### config.mk
export PLATFORM = sky130hd
export DESIGN_NAME = binary_to_bcd_module
export DESIGN_NICKNAME = d
export VERILOG_FILES = /design/src/rtl/binary_to_bcd_module.sv
export SDC_FILE = /design/constraint.sdc
export NUM_CORES = 1
export LEC_CHECK = 0
export CORE_AREA = 5 5 88 110
export DETAILED_ROUTE_END_ITERATION = 10
export DIE_AREA = 0 0 93 115
export GPL_TIMING_DRIVEN = 0
export PLACE_DENSITY = 0.64
export REMOVE_ABC_BUFFERS = 1
export SETUP_SLACK_MARGIN = 0.4
export SLEW_MARGIN = 20
export SYNTH_ARGS = -nofsm -noshare
export SYNTH_HDL_FRONTEND = slang
export SYNTH_SLANG_ARGS = --single-unit
### constraint.sdc
create_clock -name clk -period 5.5 [get_ports clk]
set_input_delay 0.825 -clock clk [delete_from_list [all_inputs] [get_ports clk]]
set_output_delay 0.825 -clock clk [all_outputs]
set_load 0.005 [all_outputs]
### src/rtl/binary_to_bcd_module.sv
// binary_to_bcd_module: FIFO-to-FIFO 16-bit binary to 4-digit packed BCD converter.
// Iterative double-dabble engine with sign/overflow flags and optional saturation.
module binary_to_bcd_module #(
  parameter bit SIGNED   = 1'b1,
  parameter bit SATURATE = 1'b1
) (
  input  logic        clk,
  input  logic        reset,
  input  logic [15:0] entry_1,
  input  logic        empty,
  output logic        rd,
  output logic [15:0] output_1,
  output logic        sign_out,
  output logic        overflow,
  input  logic        full,
  output logic        wr
);
  typedef enum logic [1:0] {IDLE, PREP, SHIFT, WRITE} state_t;
  state_t      state_q, state_d;
  logic [15:0] data_q, data_d, shift_q, shift_d, out_q, out_d;
  logic [19:0] bcd_q, bcd_d, adj, bcd_n;
  logic [15:0] shift_n, mag;
  logic [3:0]  cnt_q, cnt_d;
  logic        neg_q, neg_d, sign_q, sign_d, ovf_q, ovf_d, ovf_n;
  always_comb begin
    adj = bcd_q;
    for (int i = 0; i < 5; i++)
      adj[4*i+:4] = (bcd_q[4*i+:4] >= 4'd5) ? bcd_q[4*i+:4] + 4'd3 : bcd_q[4*i+:4];
  end
  assign {bcd_n, shift_n} = {adj[18:0], shift_q, 1'b0};
  assign ovf_n = bcd_n[19:16] != 4'd0;
  assign mag   = (SIGNED && data_q[15]) ? ~data_q + 16'd1 : data_q;
  always_comb begin
    state_d = state_q;
    data_d  = data_q;
    shift_d = shift_q;
    bcd_d   = bcd_q;
    cnt_d   = cnt_q;
    neg_d   = neg_q;
    out_d   = out_q;
    sign_d  = sign_q;
    ovf_d   = ovf_q;
    unique case (state_q)
      IDLE: if (!empty) begin
        data_d  = entry_1;
        state_d = PREP;
      end
      PREP: begin
        shift_d = mag;
        neg_d   = SIGNED && data_q[15];
        bcd_d   = '0;
        cnt_d   = '0;
        state_d = SHIFT;
      end
      SHIFT: begin
        shift_d = shift_n;
        bcd_d   = bcd_n;
        cnt_d   = cnt_q + 4'd1;
        if (cnt_q == 4'd15) begin
          // final shift lands here, so results are taken from the shifted value
          state_d = WRITE;
          ovf_d   = ovf_n;
          sign_d  = neg_q;
          out_d   = (ovf_n && SATURATE) ? 16'h9999 : bcd_n[15:0];
        end
      end
      WRITE: if (!full) state_d = IDLE;
      default: state_d = IDLE;
    endcase
  end
  always_ff @(posedge clk or posedge reset)
    if (reset) begin
      state_q <= IDLE;
      data_q  <= '0;
      shift_q <= '0;
      bcd_q   <= '0;
      cnt_q   <= '0;
      neg_q   <= 1'b0;
      out_q   <= '0;
      sign_q  <= 1'b0;
      ovf_q   <= 1'b0;
    end else begin
      state_q <= state_d;
      data_q  <= data_d;
      shift_q <= shift_d;
      bcd_q   <= bcd_d;
      cnt_q   <= cnt_d;
      neg_q   <= neg_d;
      out_q   <= out_d;
      sign_q  <= sign_d;
      ovf_q   <= ovf_d;
    end
  assign rd       = (state_q == IDLE) && !empty;
  assign wr       = (state_q == WRITE) && !full;
  assign output_1 = out_q;
  assign sign_out = sign_q;
  assign overflow = ovf_q;
endmodule

**After elaboration in Yosys (flattened, before gate mapping)**

Cells that the tools add are included.

- Register bits: 77
- Latch bits: 0
- RAM bits: 0
- Bits in read-only memories: 0
- Output and inout port bits: 20
- Logic and storage cells: 54
- Memories kept: 0

- $add $sub $neg: 7
- Multipliers: 0
- Div/mod/pow operators: 0
- Magnitude comparators: 5
- Equality and inequality tests: 7
- Shift operators: 0
- Muxes and demuxes: 14
- Bitwise gates (word level): 2
- Reduce and logical (&&, ||, !) cells: 10

Operators with widths:

| cell | number |
|---|---|
| $pmux W20 S2 | 1 |
| $mux W16 | 2 |
| $pmux W16 S2 | 1 |
| $ge A4 B3 Y1 const B | 5 |
| $add A16 B1 Y16 const B | 1 |
| $add A4 B2 Y4 const B | 4 |
| $mux W4 | 4 |
| $not A16 Y16 | 1 |
| $pmux W2 S4 | 1 |
| $pmux W4 S2 | 1 |
| $mux W2 | 3 |
| $ne A2 B2 Y1 const B | 3 |
| $add A4 B1 Y4 const B | 1 |
| $eq A2 B2 Y1 const B | 2 |
| $eq A4 B4 Y1 const B | 1 |
| $reduce_and A2 Y1 | 2 |
| $reduce_bool A4 Y1 | 1 |
| $add A3 B2 Y3 const B | 1 |
| $mux W3 | 1 |
| $reduce_and A3 Y1 | 1 |
| $eq A2 B1 Y1 const B | 1 |
| $logic_and A1 B1 Y1 | 2 |
| $logic_not A1 Y1 | 2 |
| $logic_not A2 Y1 | 1 |
| 2 further kinds | 2 |

**Longest topological paths before layout**

- Depth after elaboration: 4
- Mapped depth: 8
- Depth with buffers taken out: 7

**Worst setup path before layout**

OpenSTA, ideal clock, no wires.

- Path type: input -> output
- Start: input empty
- End: output rd
- Arrival time: 1.575 ns
- Data required time: 4.675 ns
- Slack: 3.100 ns
- Cell stages on the path: 3
- Buffers on the path: 2
- Path through: nor2b_1 clkbuf_1 buf_1

- Cells in the longest elaborated chain, start to end: 2

Ends and longest elaborated chain:

| element | RTL line | source |
|---|---|---|
| start, declared | 10 | `input logic empty,` |
| $logic_not A1 Y1 | 93 | `assign rd = (state_q == IDLE) && !empty;` |
| $logic_and A1 B1 Y1 | 93 |  |
| end, declared | 11 | `output logic rd,` |

No other way between the ends.

**Worst setup path after layout**

- Start: register state_q[0]
- End: register out_q[2], in the netlist output_1[2]

- Cells in the longest elaborated chain, start to end: 2

Ends and longest elaborated chain:

| element | RTL line | source |
|---|---|---|
| start, declared | 19 | `state_t state_q, state_d;` |
| start signal, assigned | 83 | `state_q <= state_d;` |
| $eq A2 B2 Y1 | 43 | `unique case (state_q)` |
| $reduce_and A2 Y1 (no source line) | - |  |
| end signal, assigned | 89 | `out_q <= out_d;` |
| end, declared | 20 | `logic [15:0] data_q, data_d, shift_q, shift_d, out_q, out_d;` |

No other way between the ends.
A chain may end at the register's enable or synchronous reset.

==> insert_results.sql <==
INSERT INTO impl_metrics (metric_group, metric, value, unit) VALUES
('floorplanning', 'core.rowCount', '38', ''),
('hold_path', 'hp_class', 'reg -> reg', ''),
('sta', 'timing.final.hold_violations', '0', ''),
('yosys', 'synth_largest_type_area_fraction', '0.489', ''),
('yosys', 'synth.ff_latch_count', '77', ''),
('pwr', 'maximum_vdd_drop', '0.000301', 'V'),
('critical_path', 'endpoint_kind', 'flop', ''),
('sta', 'timing.clock.skew', '0.0110', 'ns'),
('final_layout', 'area_delta_synth_final', '18.7', '%'),
('yosys', 'number_of_synthesized_flops_with_an_enable_pin', '0', ''),
('pwr', 'power.share.switching', '0.374', ''),
('clocking', 'clk_transition_reported_paths', '0.07', 'ns'),
('clocking', 'clock_tree.buffer_depth', '2', ''),
('placement', 'dpl_worst_slack', '1.99', 'ns'),
('clocking', 'worst_skew_pair.late_latency', '0.36', 'ns'),
('yosys', 'ys.warnings.count', '0', ''),
('clocking', 'tritoncts', 'yes', ''),
('floorplanning', 'die_h', '115', 'um'),
('clocking', 'post_cts_hold_fix_bufs', '0', ''),
('yosys', 'synth_area_per_cell', '9.92', 'um^2'),
('sta', 'grt_setup_unrepaired', 'no', ''),
('pwr', 'power_leakage', '1.95', 'nW'),
('pwr', 'power_frac_comb', '0.396', ''),
('pwr', 'powerDensity', '471', 'nW/um^2'),
('sta', 'worst_slew_pin_slew', '0.930', 'ns'),
('final_layout', 'num_antenna_cells', '0', ''),
('drt', 'drt_pass1_iterations', '4', ''),
('clocking', 'cts.repair_timing.setup_buffer_count', '0', ''),
('critical_path', 'crit_arrival', '3.75', 'ns'),
('sta', 'fin_crit_sh', '0.630', ''),
('clocking', 'post_cts.resized_instances', '0', ''),
('status', 'status', 'completed', ''),
('placement', 'input_output_buffers', '39', ''),
('placement', 'gp_congestion', '0.792', ''),
('yosys', 'synth.largest_area_cell', 'sky130_fd_sc_hd__dfrtp_1', ''),
('sta', 'slew_headroom', '0.378', ''),
('global_route', 'via_count_of_the_first_global_routing_pass', '2924', ''),
('critical_path', 'critical_path_peak_fanout', '24', ''),
('clocking', 'numCtsBuffers', '9', ''),
('sta', 'timing.final.max_slew_violations', '0', ''),
('global_route', 'global_route.overflow_total', '0', ''),
('sta', 'setup-violations-final', '0', ''),
('sta', 'post-route-min-period', '3.46', 'ns'),
('clocking', 'cts_sinks', '77', ''),
('global_route', 'initial_antenna_violation_count', '0', ''),
('floorplanning', 'initial_core_util', '0.460', ''),
('drt', 'detail_route.vias_per_cell', '5.52', ''),
('drt', 'wl_per_cell', '14.5', 'um'),
('global_route', 'global_route.usage.total', '0.159', ''),
('drt', 'route.detailed.drc', '0', ''),
('placement', 'dp_hpwl', '5420', 'um'),
('global_route', 'grt_pass1_wl', '13500', 'um'),
('yosys', 'netlist_top_cells_area', 'sky130_fd_sc_hd__dfrtp_1 (49%), sky130_fd_sc_hd__ha_1 (5.4%), sky130_fd_sc_hd__mux2_2 (5.1%), sky130_fd_sc_hd__o21ai_0 (5.0%), sky130_fd_sc_hd__nand2_1 (4.6%)', ''),
('pwr', 'power.internal', '1.38', 'mW'),
('pwr', 'total_net_switching_power', '0.822', 'mW'),
('final_layout', 'nets', '469', ''),
('final_layout', 'final_layout_size_suffix_gt1_frac', '0.103', ''),
('clocking', 'clockRootBuffer', 'sky130_fd_sc_hd__clkbuf_8', ''),
('global_route', 'grt_max_degree', '57', ''),
('sta', 'timing.final.ws_setup', '2.04', 'ns'),
('critical_path', 'crit_type', 'reg -> reg', ''),
('sta', 'achievable-frequency', '289', 'MHz'),
('floorplanning', 'io_pins', '40', ''),
('critical_path', 'start_kind', 'flop', ''),
('critical_path', 'timing.critical_path.required', '5.79', 'ns'),
('drt', 'routed-via-count', '2960', ''),
('sta', 'setup_tns', '0', 'ns'),
('yosys', 'postSynth.asyncResetShare', '1.00', ''),
('drt', 'antenna_violating_nets_left', '0', ''),
('yosys', 'post-synth-top-count-cell', 'sky130_fd_sc_hd__dfrtp_1', ''),
('drt', 'route.final.wire_length', '7790', 'um');
==> kinds of logic after synthesis <==
kind of cell               count (synthesis)  share of synthesized area
AOI/OAI and AO/OA                        112                      0.180
and+or+nand+nor                          105                      0.132
DFF                                       77                      0.489
buffers and inverters                     47                     0.0448
muxes                                     23                     0.0642
adders and majority gates                 17                     0.0540
xor gates and xnor gates                  16                     0.0356
==> routing by layer <==
| metal | track usage | routed length, um |
|---|---|---|
| met5 | 0 | 0 |
| met4 | 0.0655 | 127 |
| met3 | 0.0295 | 260 |
| met2 | 0.281 | 3930 |
| met1 | 0.189 | 3480 |
==> flip-flops by register name (all words and copies together) (netlist names), 2 cells and up <==
register	cells
bcd_q	20
data_q	16
output_1	16
shift_q	16
cnt_q	4
state_q	2
==> power groups by stage <==
stage	Sequential (mW)	Clock, mW	Combinational [mW]
2_1_floorplan	0.832	0	0.649
3_3_place_gp	0.863	0	0.808
3_5_place_dp	0.869	0	0.882
4_1_cts	0.859	0.483	0.888
5_1_grt	0.885	0.509	0.999
6_report	0.860	0.468	0.872
==> placed cells by master (no fill, tap or decap), types with 2 or more instances in the layout <==
cell / n
sky130_fd_sc_hd__buf_16: 2
sky130_fd_sc_hd__clkbuf_8: 10
sky130_fd_sc_hd__o221ai_1: 3
sky130_fd_sc_hd__a22o_1: 3
sky130_fd_sc_hd__nand3_1: 9
sky130_fd_sc_hd__bufinv_16: 2
sky130_fd_sc_hd__inv_1: 28
sky130_fd_sc_hd__nor3_1: 2
sky130_fd_sc_hd__mux2i_1: 5
sky130_fd_sc_hd__o21ai_1: 5
sky130_fd_sc_hd__or4_1: 2
sky130_fd_sc_hd__nand2_1: 48
sky130_fd_sc_hd__o22ai_1: 12
sky130_fd_sc_hd__nor2_1: 12
sky130_fd_sc_hd__a32o_1: 5
sky130_fd_sc_hd__nand2b_1: 9
sky130_fd_sc_hd__o211ai_1: 3
sky130_fd_sc_hd__dfrtp_1: 77
sky130_fd_sc_hd__a211oi_1: 2
sky130_fd_sc_hd__o21ai_0: 39
sky130_fd_sc_hd__or3_1: 2
sky130_fd_sc_hd__nand4_1: 3
sky130_fd_sc_hd__nor2b_1: 3
sky130_fd_sc_hd__a21oi_1: 21
sky130_fd_sc_hd__ha_1: 16
sky130_fd_sc_hd__and2_1: 2
sky130_fd_sc_hd__xor2_1: 9
sky130_fd_sc_hd__nor3b_1: 9
sky130_fd_sc_hd__mux2_2: 18
sky130_fd_sc_hd__xnor2_1: 7
sky130_fd_sc_hd__clkdlybuf4s50_1: 39
sky130_fd_sc_hd__a31oi_1: 2
sky130_fd_sc_hd__o31ai_1: 9
==> per-stage QoR <==
step	power (mW)	hold WS, ns	utilization	cell area [um^2]	cells
final	2.20	0.480	0.546	4670	536
after global routing	2.39	0.508	0.546	4670	536
after CTS	2.23	0.491	0.546	4670	536
after detailed placement	1.75	0.467	0.521	4460	521
after global placement	1.67	0.462	0.512	4390	518
after floorplan	1.48	0.435	-	3870	379
==> worst max-delay path, stage by stage (launching register included) <==
cell                      delay, ns
sky130_fd_sc_hd__dfrtp_1       0.40
sky130_fd_sc_hd__inv_1         0.13
sky130_fd_sc_hd__ha_1          0.73
sky130_fd_sc_hd__nand4_1       0.90
sky130_fd_sc_hd__a211o_1       0.54
sky130_fd_sc_hd__nor2_1        0.45
sky130_fd_sc_hd__a22o_1        0.22
==> area by class of cell <==
class,instances,area [um^2]
flip-flops and latches,77,1930
well taps,100,125
inverters,29,111
repair buffers,42,457
clock inverters,4,72.6
clock buffers,11,141
fillers,780,3880
multi-input cells,273,1840
==> worst paths after layout <==
path	from	end	slack (ns)	cells past startpoint
max	state_q[0]	output_1[2]	2.04	6
min	neg_q	sign_out	0.48	2
max reg2reg	state_q[0]	output_1[2]	2.04	6
min reg2reg	neg_q	sign_out	0.48	2
max in group asynchronous	reset	output_1[11]	4.15	3
min in group asynchronous	reset	bcd_q[16]	0.77	2
No activity file was read; power rests on OpenSTA's default activity.
